===== config.mk =====
export PLATFORM = sky130hd
export DESIGN_NAME = config_mem_unit
export DESIGN_NICKNAME = d
export VERILOG_FILES = /design/src/rtl/cfg_pkg.sv /design/src/rtl/cfg_mem_array.sv /design/src/rtl/config_mem_unit.sv
export SDC_FILE = /design/constraint.sdc
export NUM_CORES = 1
export LEC_CHECK = 0
export ABC_AREA = 1
export ABC_CLOCK_PERIOD_IN_PS = 5000
export BUFFER_PORTS_ARGS = -buffer_cell sky130_fd_sc_hd__buf_2
export CORE_MARGIN = 2
export CORE_UTILIZATION = 35
export DETAILED_ROUTE_END_ITERATION = 10
export HOLD_SLACK_MARGIN = 0.06
export PLACE_DENSITY = 0.63
export RECOVER_POWER = 100
export SETUP_SLACK_MARGIN = 0.05
export SLEW_MARGIN = 20
export SYNTH_ARGS = -nofsm -noshare
export SYNTH_HDL_FRONTEND = slang
export SYNTH_SLANG_ARGS = --single-unit

===== constraint.sdc =====
create_clock -name clk -period 5 [get_ports clk]
set_clock_uncertainty 0.2 [all_clocks]
set_input_delay 0.5 -clock clk [delete_from_list [all_inputs] [get_ports clk]]
set_output_delay 0.5 -clock clk [all_outputs]
set_load 0.02 [all_outputs]

===== src/rtl/cfg_pkg.sv =====
// ---------------------------------------------------------------------------
// cfg_pkg
//   Shared definitions between the control unit and the config memory unit.
//   - CFG_W / KEY_W : config word and system key widths.
//   - ST_*          : state codes the control unit drives on its debug state
//                     output; kept here so both sides decode the same values.
//   - KEY_INIT_DEFAULT : system key value after reset.
// ---------------------------------------------------------------------------
package cfg_pkg;

  localparam int CFG_W = 35;
  localparam int KEY_W = 2;

  // Control unit debug state codes.
  localparam logic [2:0] ST_IDLE    = 3'b001;
  localparam logic [2:0] ST_ACTIVE  = 3'b010;
  localparam logic [2:0] ST_REQUEST = 3'b011;
  localparam logic [2:0] ST_STORE   = 3'b100;
  localparam logic [2:0] ST_TRAP    = 3'b101;
  localparam logic [2:0] ST_OTHERS  = 3'b111;

  localparam logic [KEY_W-1:0] KEY_INIT_DEFAULT = 2'b10;

endpackage


===== src/rtl/cfg_mem_array.sv =====
// ---------------------------------------------------------------------------
// cfg_mem_array
//   DEPTH x DATA_W register file, one synchronous write port and one
//   asynchronous read port. Storage is deliberately not reset.
// Ports
//   clk      in   clock, posedge
//   i_we     in   write enable
//   i_waddr  in   write address
//   i_wdata  in   write data
//   i_raddr  in   read address
//   o_rdata  out  mem[i_raddr], combinational
// ---------------------------------------------------------------------------
module cfg_mem_array
  import cfg_pkg::*;
#(
  parameter int DATA_W = CFG_W,
  parameter int DEPTH  = 4
) (
  input  logic                     clk,
  input  logic                     i_we,
  input  logic [$clog2(DEPTH)-1:0] i_waddr,
  input  logic [DATA_W-1:0]        i_wdata,
  input  logic [$clog2(DEPTH)-1:0] i_raddr,
  output logic [DATA_W-1:0]        o_rdata
);

  logic [DATA_W-1:0] r_mem [DEPTH];

  always_ff @(posedge clk) begin
    if (i_we) begin
      r_mem[i_waddr] <= i_wdata;
    end
  end

  assign o_rdata = r_mem[i_raddr];

endmodule


===== src/rtl/config_mem_unit.sv =====
// ---------------------------------------------------------------------------
// config_mem_unit
//   Captures config words from the control unit into a DEPTH-entry circular
//   buffer and returns them in order on a first-word-fall-through read port.
//   Also sources the system key used by the control unit's password check.
//
// Handshake: a word leaves the buffer in any cycle where rd_valid && rd_ready
//   are both high at the clock edge; rd_data is held stable while rd_valid is
//   high and rd_ready is low. write_en has no ready: a push into a full buffer
//   without a simultaneous pop is dropped and recorded in the sticky overflow.
//
// Ports
//   clk       in   clock, posedge
//   arst_n    in   synchronous active-low reset
//   write_en  in   push request
//   configin  in   config word to push
//   clear     in   synchronous flush of buffer and overflow (key untouched)
//   rd_ready  in   consumer accepts rd_data this cycle
//   rd_valid  out  buffer non-empty
//   rd_data   out  oldest stored word
//   count     out  occupied entries, 0..DEPTH
//   full      out  count == DEPTH
//   overflow  out  sticky dropped-push flag
//   syskey    out  system key
//
// Configuration macro CONFIG_MEM_KEY_ROTATE_EN:
//   defined   -> syskey increments (mod 4) on every accepted push.
//   undefined -> syskey is the constant KEY_INIT.
//
// The occupancy FSM (EMPTY / PARTIAL / FULL) has no separate state register;
// its state is the count output itself.
// ---------------------------------------------------------------------------
module config_mem_unit
  import cfg_pkg::*;
#(
  parameter int               DATA_W   = CFG_W,
  parameter int               DEPTH    = 4,
  parameter logic [KEY_W-1:0] KEY_INIT = KEY_INIT_DEFAULT
) (
  input  logic                       clk,
  input  logic                       arst_n,
  input  logic                       write_en,
  input  logic [DATA_W-1:0]          configin,
  input  logic                       clear,
  input  logic                       rd_ready,
  output logic                       rd_valid,
  output logic [DATA_W-1:0]          rd_data,
  output logic [$clog2(DEPTH):0]     count,
  output logic                       full,
  output logic                       overflow,
  output logic [KEY_W-1:0]           syskey
);

  localparam int PTR_W = $clog2(DEPTH);
  localparam int CNT_W = PTR_W + 1;
  localparam logic [CNT_W-1:0] DEPTH_C = CNT_W'(DEPTH);

  logic [PTR_W-1:0] r_wr_ptr;
  logic [PTR_W-1:0] r_rd_ptr;
  logic [CNT_W-1:0] r_count;
  logic             r_overflow;

  logic w_full;
  logic w_rd_valid;
  logic w_pop;
  logic w_push;
  logic w_mem_we;

  // Status comes only from registered count, so write_en never reaches it
  // combinationally.
  assign w_full     = (r_count == DEPTH_C);
  assign w_rd_valid = (r_count != '0);
  assign w_pop      = w_rd_valid && rd_ready;
  // A pop in the same cycle frees the slot, so a full buffer still accepts.
  assign w_push     = write_en && (!w_full || w_pop);
  // Reset and clear both suppress the write so no stale push lands in storage.
  assign w_mem_we   = w_push && arst_n && !clear;

  always_ff @(posedge clk) begin
    if (!arst_n) begin
      r_wr_ptr   <= '0;
      r_rd_ptr   <= '0;
      r_count    <= '0;
      r_overflow <= 1'b0;
    end else if (clear) begin
      r_wr_ptr   <= '0;
      r_rd_ptr   <= '0;
      r_count    <= '0;
      r_overflow <= 1'b0;
    end else begin
      // DEPTH is a power of two, so natural pointer rollover is the wrap.
      if (w_push) begin
        r_wr_ptr <= r_wr_ptr + 1'b1;
      end
      if (w_pop) begin
        r_rd_ptr <= r_rd_ptr + 1'b1;
      end
      case ({w_push, w_pop})
        2'b10:   r_count <= r_count + 1'b1;
        2'b01:   r_count <= r_count - 1'b1;
        default: r_count <= r_count;
      endcase
      if (write_en && !w_push) begin
        r_overflow <= 1'b1;
      end
    end
  end

`ifdef CONFIG_MEM_KEY_ROTATE_EN
  logic [KEY_W-1:0] r_syskey;

  // Every stored word forces a new password; dropped pushes do not.
  always_ff @(posedge clk) begin
    if (!arst_n) begin
      r_syskey <= KEY_INIT;
    end else if (!clear && w_push) begin
      r_syskey <= r_syskey + 1'b1;
    end
  end

  assign syskey = r_syskey;
`else
  assign syskey = KEY_INIT;
`endif

  cfg_mem_array #(
    .DATA_W (DATA_W),
    .DEPTH  (DEPTH)
  ) u_mem (
    .clk     (clk),
    .i_we    (w_mem_we),
    .i_waddr (r_wr_ptr),
    .i_wdata (configin),
    .i_raddr (r_rd_ptr),
    .o_rdata (rd_data)
  );

  assign rd_valid = w_rd_valid;
  assign count    = r_count;
  assign full     = w_full;
  assign overflow = r_overflow;

endmodule


==> flow_summary.toml, run 1 <==
[power_and_ir_drop]
power_density_nw_per_um2 = 405
irDropWorstVdd_uv = 214
comb_power_share = 0.044
clockPowerShare = 0.446
power.switching_mw = 0.545
power_leakage_nw = 2.22
p_int_mw = 2.19
seqPwrFrac = 0.510
p_sw_frac = 0.199

[floorplan]
core_um2 = 15900
num_io_pins = 83
dieArea_um2 = 17400
rows = 46
initial_core_util = 0.358
die_x_um = 132
die_h_um = 132

[clock_tree]
cts_tree = "done"
clock_sinks = 150
post-cts-setup-buffers = 0
cts_buffer_depth = 2
htree_levels = 4
clockRootBuffer = "clkbuf_16"
numCtsBuffers = 17
clk_pin_slew_ns = 0.06
cts.repair.resized = 0
clk_latency_ns = 0.42
cts_hold_buf = 0

[finish]
fill_cells = 1503
finish.instance_area_um2 = 6750
diodes = 0
syn_to_final_growth_pct = 18.3
layout-drive-gt1-share = 0.0787
nNetsFinal = 540

[sta]
finalSetupViolations = 0
fin_crit_sh = 0.825
slew_viol_final = 115
rsz0062_at_grt = "no"
slew_headroom = -0.377
fin_setup_tns_ns = 0
hold_viol = 0
tightest_slew_ns = 2.06
fmax_mhz = 242
min_period_ns = 4.12

[worst_setup_path]
cp_top_family = "buffers and inverters"
critPathArrivalTime_ns = 3.42
r2r_slack_ns = 1.20
crit_end = "rd_data[21]"
reg2reg_from = "count[1]"
cp.required_ns = 4.30
critPathKind = "flop to output pin"
cp_slowest_stage_delay_ns = 1.55
endpoint_kind = "output pin"
critical_path_buf_inv_count = 3
crit_cells = 5
r2r-end = "u_mem.r_mem[0][31]"
path_cells = "buf_4 > inv_1 > o21ai_0 > o22ai_1 > clkbuf_1"
crit_path_top_delay_cell = "inv_1"
rr_worst_depth = 7
startpoint_type = "flop"
critical_path_peak_fanout = 71

[global_route]
grt_pass1_vias = 3531
grt_pass1_wl_um = 18200
antenna_found_initial = 0
grt_usage = 0.138
grt_max_degree = 72
grt-ovfl-total = 0

[min_path]
min_from = "configin[33]"
min_path_type = "input pin to flop"

[yosys]
syn-num-nets = 458
netlist_area_um2 = 5710
synth_top_cell_by_area = "edfxtp_1"
yosysTopAreaCellShare = 0.736
synth_seq_area_share = 0.771
syn_area_per_cell_um2 = 13.8
synth-warning-count = 0
synth_cell_type_count = 23
synth_cells = 413
synth.area.top_cells = "edfxtp_1 (74%), o21ai_0 (5.4%), nor2_1 (5.2%), o22ai_1 (3.8%), dfxtp_1 (3.5%)"
ys_ff_latch = 150

[flow_run]
drv_cap = 3

[outcome]
status = "finished, violations left"
violations = "capacitance limit, slew limit"

[drt]
dr.pass1.iters = 4
drt_iter0_markers = 264
post_drt_via_cell_ratio = 4.83
drt_wl_total_um = 11600
ant_nets = 0
vias = 3495
drc_errors = 0
wl_per_cell_um = 16.0

[placement]
gp_congestion = 0.697
post_dp_cell_area_um2 = 6400
port_buffers = 80
dp_hpwl_um = 7110
## kinds of logic (layout without fill, tap and decap cells)
kind of cell,count (synthesis),count (layout),share of synthesized area
flip-flops,150,150,0.771
buffers and inverters,40,135,0.0302
AND/OR/NAND/NOR,97,97,0.0703
other,2,2,0.00132
adder cells (fa/ha/maj),5,5,0.0123
AO/OA/AOI/OAI,119,119,0.114
## stage by stage
step	total power, mW	worst slack [ns]	hold WS, ns	cells	utilization
after CTS	2.77	1.64	0.0788	724	0.437
after floorplan	1.49	1.92	0.236	413	-
after global routing	2.83	0.524	0.157	724	0.424
after detailed placement	1.56	2.09	0.262	692	0.402
after global placement	1.55	2.15	0.250	688	0.396
final	2.73	0.876	0.142	724	0.424
## final cells by class
class                   instances  area, um^2  share of cell area
multi-input cells             223        1110               0.164
well taps                     216         270              0.0400
flip-flops and latches        150        4410               0.652
repair buffers                 86         339              0.0502
clock inverters                14         140              0.0207
clock buffers                  18         429              0.0635
inverters                      17        63.8             0.00945
## worst min path at each step
stage	cells past startpoint	slack, ns	to
4_1_cts	1	0.08	u_mem.r_mem[2][24]
3_3_place_gp	1	0.25	overflow
5_1_grt	1	0.16	u_mem.r_mem[1][20]
3_5_place_dp	2	0.26	r_rd_ptr[1]
2_1_floorplan	2	0.24	flop
6_report	1	0.14	u_mem.r_mem[1][33]
## power by group through the flow
| stage | Combinational, mW | Sequential, mW | Clock [mW] |
|---|---|---|---|
| 2_1_floorplan | 0.0715 | 1.42 | 0 |
| 3_3_place_gp | 0.129 | 1.42 | 0 |
| 3_5_place_dp | 0.135 | 1.42 | 0 |
| 4_1_cts | 0.136 | 1.39 | 1.24 |
| 5_1_grt | 0.132 | 1.39 | 1.30 |
| 6_report | 0.119 | 1.39 | 1.22 |
## registers in the layout, indices dropped and copies added, names as in the netlist, named ones only
name / cells
r_wr_ptr: 2
r_rd_ptr: 2
count: 3
overflow: 1
u_mem.r_mem: 140
## synth_stat cells, drive strengths merged
cell type  instances
ha                 4
nand4              1
nand3              4
o22ai             35
o21a               1
o21ai             75
inv               17
conb               2
fa                 1
buf               10
clkbuf            13
nand2             11
edfxtp           140
dfxtp             10
a21oi              8
nor2              81
## routing by layer
layer	vias to the layer above	routed length, um	GRT usage
li1	1680	-	-
met1	1692	5160	0.168
met2	107	5710	0.230
met3	16	550	0.0355
met4	0	184	0.0652
met5	-	0	0
## cell usage in the layout (no fill, tap or decap)
cell and count:
nor2_4 1, fa_1 1, nand2_2 3, buf_4 2, ha_1 4, o21ai_1 11, o22ai_1 35, clkinvlp_4 1
nor2_1 80, o21a_1 1, bufinv_16 3, conb_1 2, buf_2 7, inv_2 1, nand3_1 4, inv_1 15
nand2_1 8, clkinv_1 7, o21ai_0 64, clkinv_2 4, dfxtp_1 9, edfxtp_1 140, dfxtp_2 1, clkbuf_1 78
clkbuf_16 17, nand4_1 1, a21oi_1 8
Power figures use the tool's default switching activity.
==> run 2, diff against run 1 <==
--- a/config.mk
+++ b/config.mk
@@ -5,8 +5,8 @@
 export SDC_FILE = /design/constraint.sdc
 export NUM_CORES = 1
 export LEC_CHECK = 0
-export ABC_AREA = 1
-export ABC_CLOCK_PERIOD_IN_PS = 5000
+export ABC_AREA = 0
+export ABC_CLOCK_PERIOD_IN_PS = 4110
 export BUFFER_PORTS_ARGS = -buffer_cell sky130_fd_sc_hd__buf_2
 export CORE_MARGIN = 2
 export CORE_UTILIZATION = 35
==> constraint.sdc (replaced) <==
create_clock -name clk -period 4.11 [get_ports clk]
set_clock_uncertainty 0.2 [all_clocks]
set_input_delay 0.411 -clock clk [delete_from_list [all_inputs] [get_ports clk]]
set_output_delay 0.411 -clock clk [all_outputs]
set_load 0.02 [all_outputs]
==> run 2 against run 1 <==
Compared with the run above: the flow still finishes with violations (capacitance limit, slew limit); synthesized cell count is 37% lower; combinational power grew 14%; largest power group unchanged; via count fell by 20%; sequential share of layout area down 3.4 points.
==> flow_summary.toml, run 2 <==
[outcome]
status = "finished, violations left"
violations = "capacitance limit, slew limit"

[yosys]
synth_common_cells = "edfxtp_1 (140), mux4_2 (35), dfxtp_1 (10)"
ys_ff_latch = 150
synth_seq_area_share = 0.775
synth-warning-count = 0
yosysMostFrequentCell = "edfxtp_1"
synth.area.top_cells = "edfxtp_1 (74%), mux4_2 (14%), dfxtp_1 (3.5%), ha_1 (0.88%), buf_2 (0.70%)"
syn_area_per_cell_um2 = 21.9
synth_cell_type_count = 34
synth_top_cell_by_area = "edfxtp_1"
netlist_area_um2 = 5680
syn-num-nets = 304
synth_cells = 259
ys.flop_type = "edfxtp_1"
synth-edff-count = 140
async_reset_ff_frac = 0
yosysTopAreaCellShare = 0.740

[worst_setup_path]
cp.required_ns = 3.50
crit_path_top_delay_cell = "dfxtp_1"
critical_path_peak_fanout = 35
critPathKind = "flop to output pin"
cp_slowest_stage_delay_ns = 1.53
path_cells = "mux4_2 > clkbuf_1"
critical_path_buf_inv_count = 1
startpoint_type = "flop"
critPathArrivalTime_ns = 2.68
endpoint_kind = "output pin"
cp_top_family = "flip-flops"

[finish]
regMostFlops = "u_mem.r_mem"
final_common_cell = "edfxtp_1"
syn_to_final_growth_pct = 25.5
finish.instance_area_um2 = 7130
regArea_um2 = 4410
largest_reg_flops = 140
diodes = 0
fill_cells = 1438
multi_input_area_um2 = 1150
layout-drive-gt1-share = 0.214
nNetsFinal = 424
mostFrequentLayoutCells = "edfxtp_1 (140), clkbuf_1 (67), mux4_2 (35), dlygate4sd3_1 (35), clkbuf_16 (17)"

[floorplan]
die_h_um = 131
rows = 46
die_x_um = 131
dieArea_um2 = 17300
core_um2 = 15900
num_io_pins = 83
initial_core_util = 0.358

[placement]
dp_hpwl_um = 6230
gp_congestion = 0.751
port_buffers = 80
post_dp_cell_area_um2 = 6280

[drt]
dr.pass1.iters = 4
drc_errors = 0
drt_iter0_markers = 183
post_drt_via_cell_ratio = 4.61
drt_wl_total_um = 10100
wl_per_cell_um = 16.6
ant_nets = 0
vias = 2805

[global_route]
grt_pass1_vias = 2965
antenna_found_initial = 0
grt_usage = 0.125
grt_pass1_wl_um = 16000
grt_max_degree = 36
grt-ovfl-total = 0

[clock_tree]
cts_buffer_depth = 2
cts_tree = "done"
htree_levels = 4
clock_sinks = 150
clk_pin_slew_ns = 0.06
numCtsBuffers = 17
clockRootBuffer = "clkbuf_16"
cts.repair.resized = 0
clk_latency_ns = 0.41

[sta]
fmax_mhz = 303
rsz0062_at_grt = "no"
slew_headroom = -0.229
fin_setup_tns_ns = 0
fin_crit_sh = 0.802
tightest_slew_ns = 1.84
min_period_ns = 3.30
hold_viol = 0
finalSetupViolations = 0
whs_ns = 0.178
slew_viol_final = 180

[power_and_ir_drop]
power_leakage_nw = 2.22
power_density_nw_per_um2 = 468
irDropWorstVdd_uv = 291
power_mw = 3.34

[min_path]
min_path_type = "input pin to flop"

[flow_run]
drv_cap = 5
## run 2: cell families (layout without fill, tap and decap cells)
kind of cell,after synthesis,in the layout,synth area share
DFF,150,150,0.775
muxes,35,35,0.139
and+or+nand+nor,26,26,0.0286
buffers and inverters,22,155,0.0198
AOI/OAI and AO/OA,15,15,0.0178
adders and majority gates,5,5,0.0123
xor gates and xnor gates,4,4,0.00617
other,2,2,0.00132
## run 2: area by class of cell
type / instances / share of cell area
inverter: 6 / 0.00316
multi-input combinational: 87 / 0.162
timing repair buffer: 117 / 0.0960
tap: 216 / 0.0379
clock inverter: 13 / 0.0221
sequential: 150 / 0.618
clock buffer: 19 / 0.0607
## run 2: path summary, 6_finish.rpt
kind,startpoint,endpoint,slack [ns],depth (start not counted)
max,flop,rd_data[6],0.81,2
min,write_en,r_wr_ptr[1],0.18,3
max reg2reg,count[0],u_mem.r_mem[0][32],1.00,3
min reg2reg,overflow,overflow,0.29,2
## run 2: timing repair
| action | 4_1_cts | 5_1_grt |
|---|---|---|
| buffers inserted | 0 | 0 |
| hold endpoints to repair | 140 | 0 |
| hold buffers | 35 | 0 |
## run 2: power breakdown
group / switching, mW / leakage, nW / internal (mW)
Sequential: 0.00666 / 1.35 / 1.69
Clock: 0.559 / 0.266 / 0.948
Combinational: 0.0759 / 0.606 / 0.0601
Total: 0.642 / 2.22 / 2.69
## run 2: stage by stage
stage               setup WS, ns  cells  utilization
detailed placement          1.42    541        0.396
finish                     0.815    608        0.449
CTS                         1.29    608        0.455
floorplan                   1.64    259            -
global placement            1.53    541        0.396
global route               0.612    608        0.449
## run 2: routing by layer
layer  wire length [um]  vias up  global-route usage
li1                   -     1299                   -
met1               4310     1417               0.149
met2               5160       80               0.207
met3                557        9              0.0478
met4                 81        0              0.0417
met5                  0        -                   0
## run 2: worst reg2reg max path, stage by stage, from the launching register on
cell and delay (ns):
dfxtp_1 0.52, nor4b_1 0.17, nor3_1 0.35, and2_1 1.43
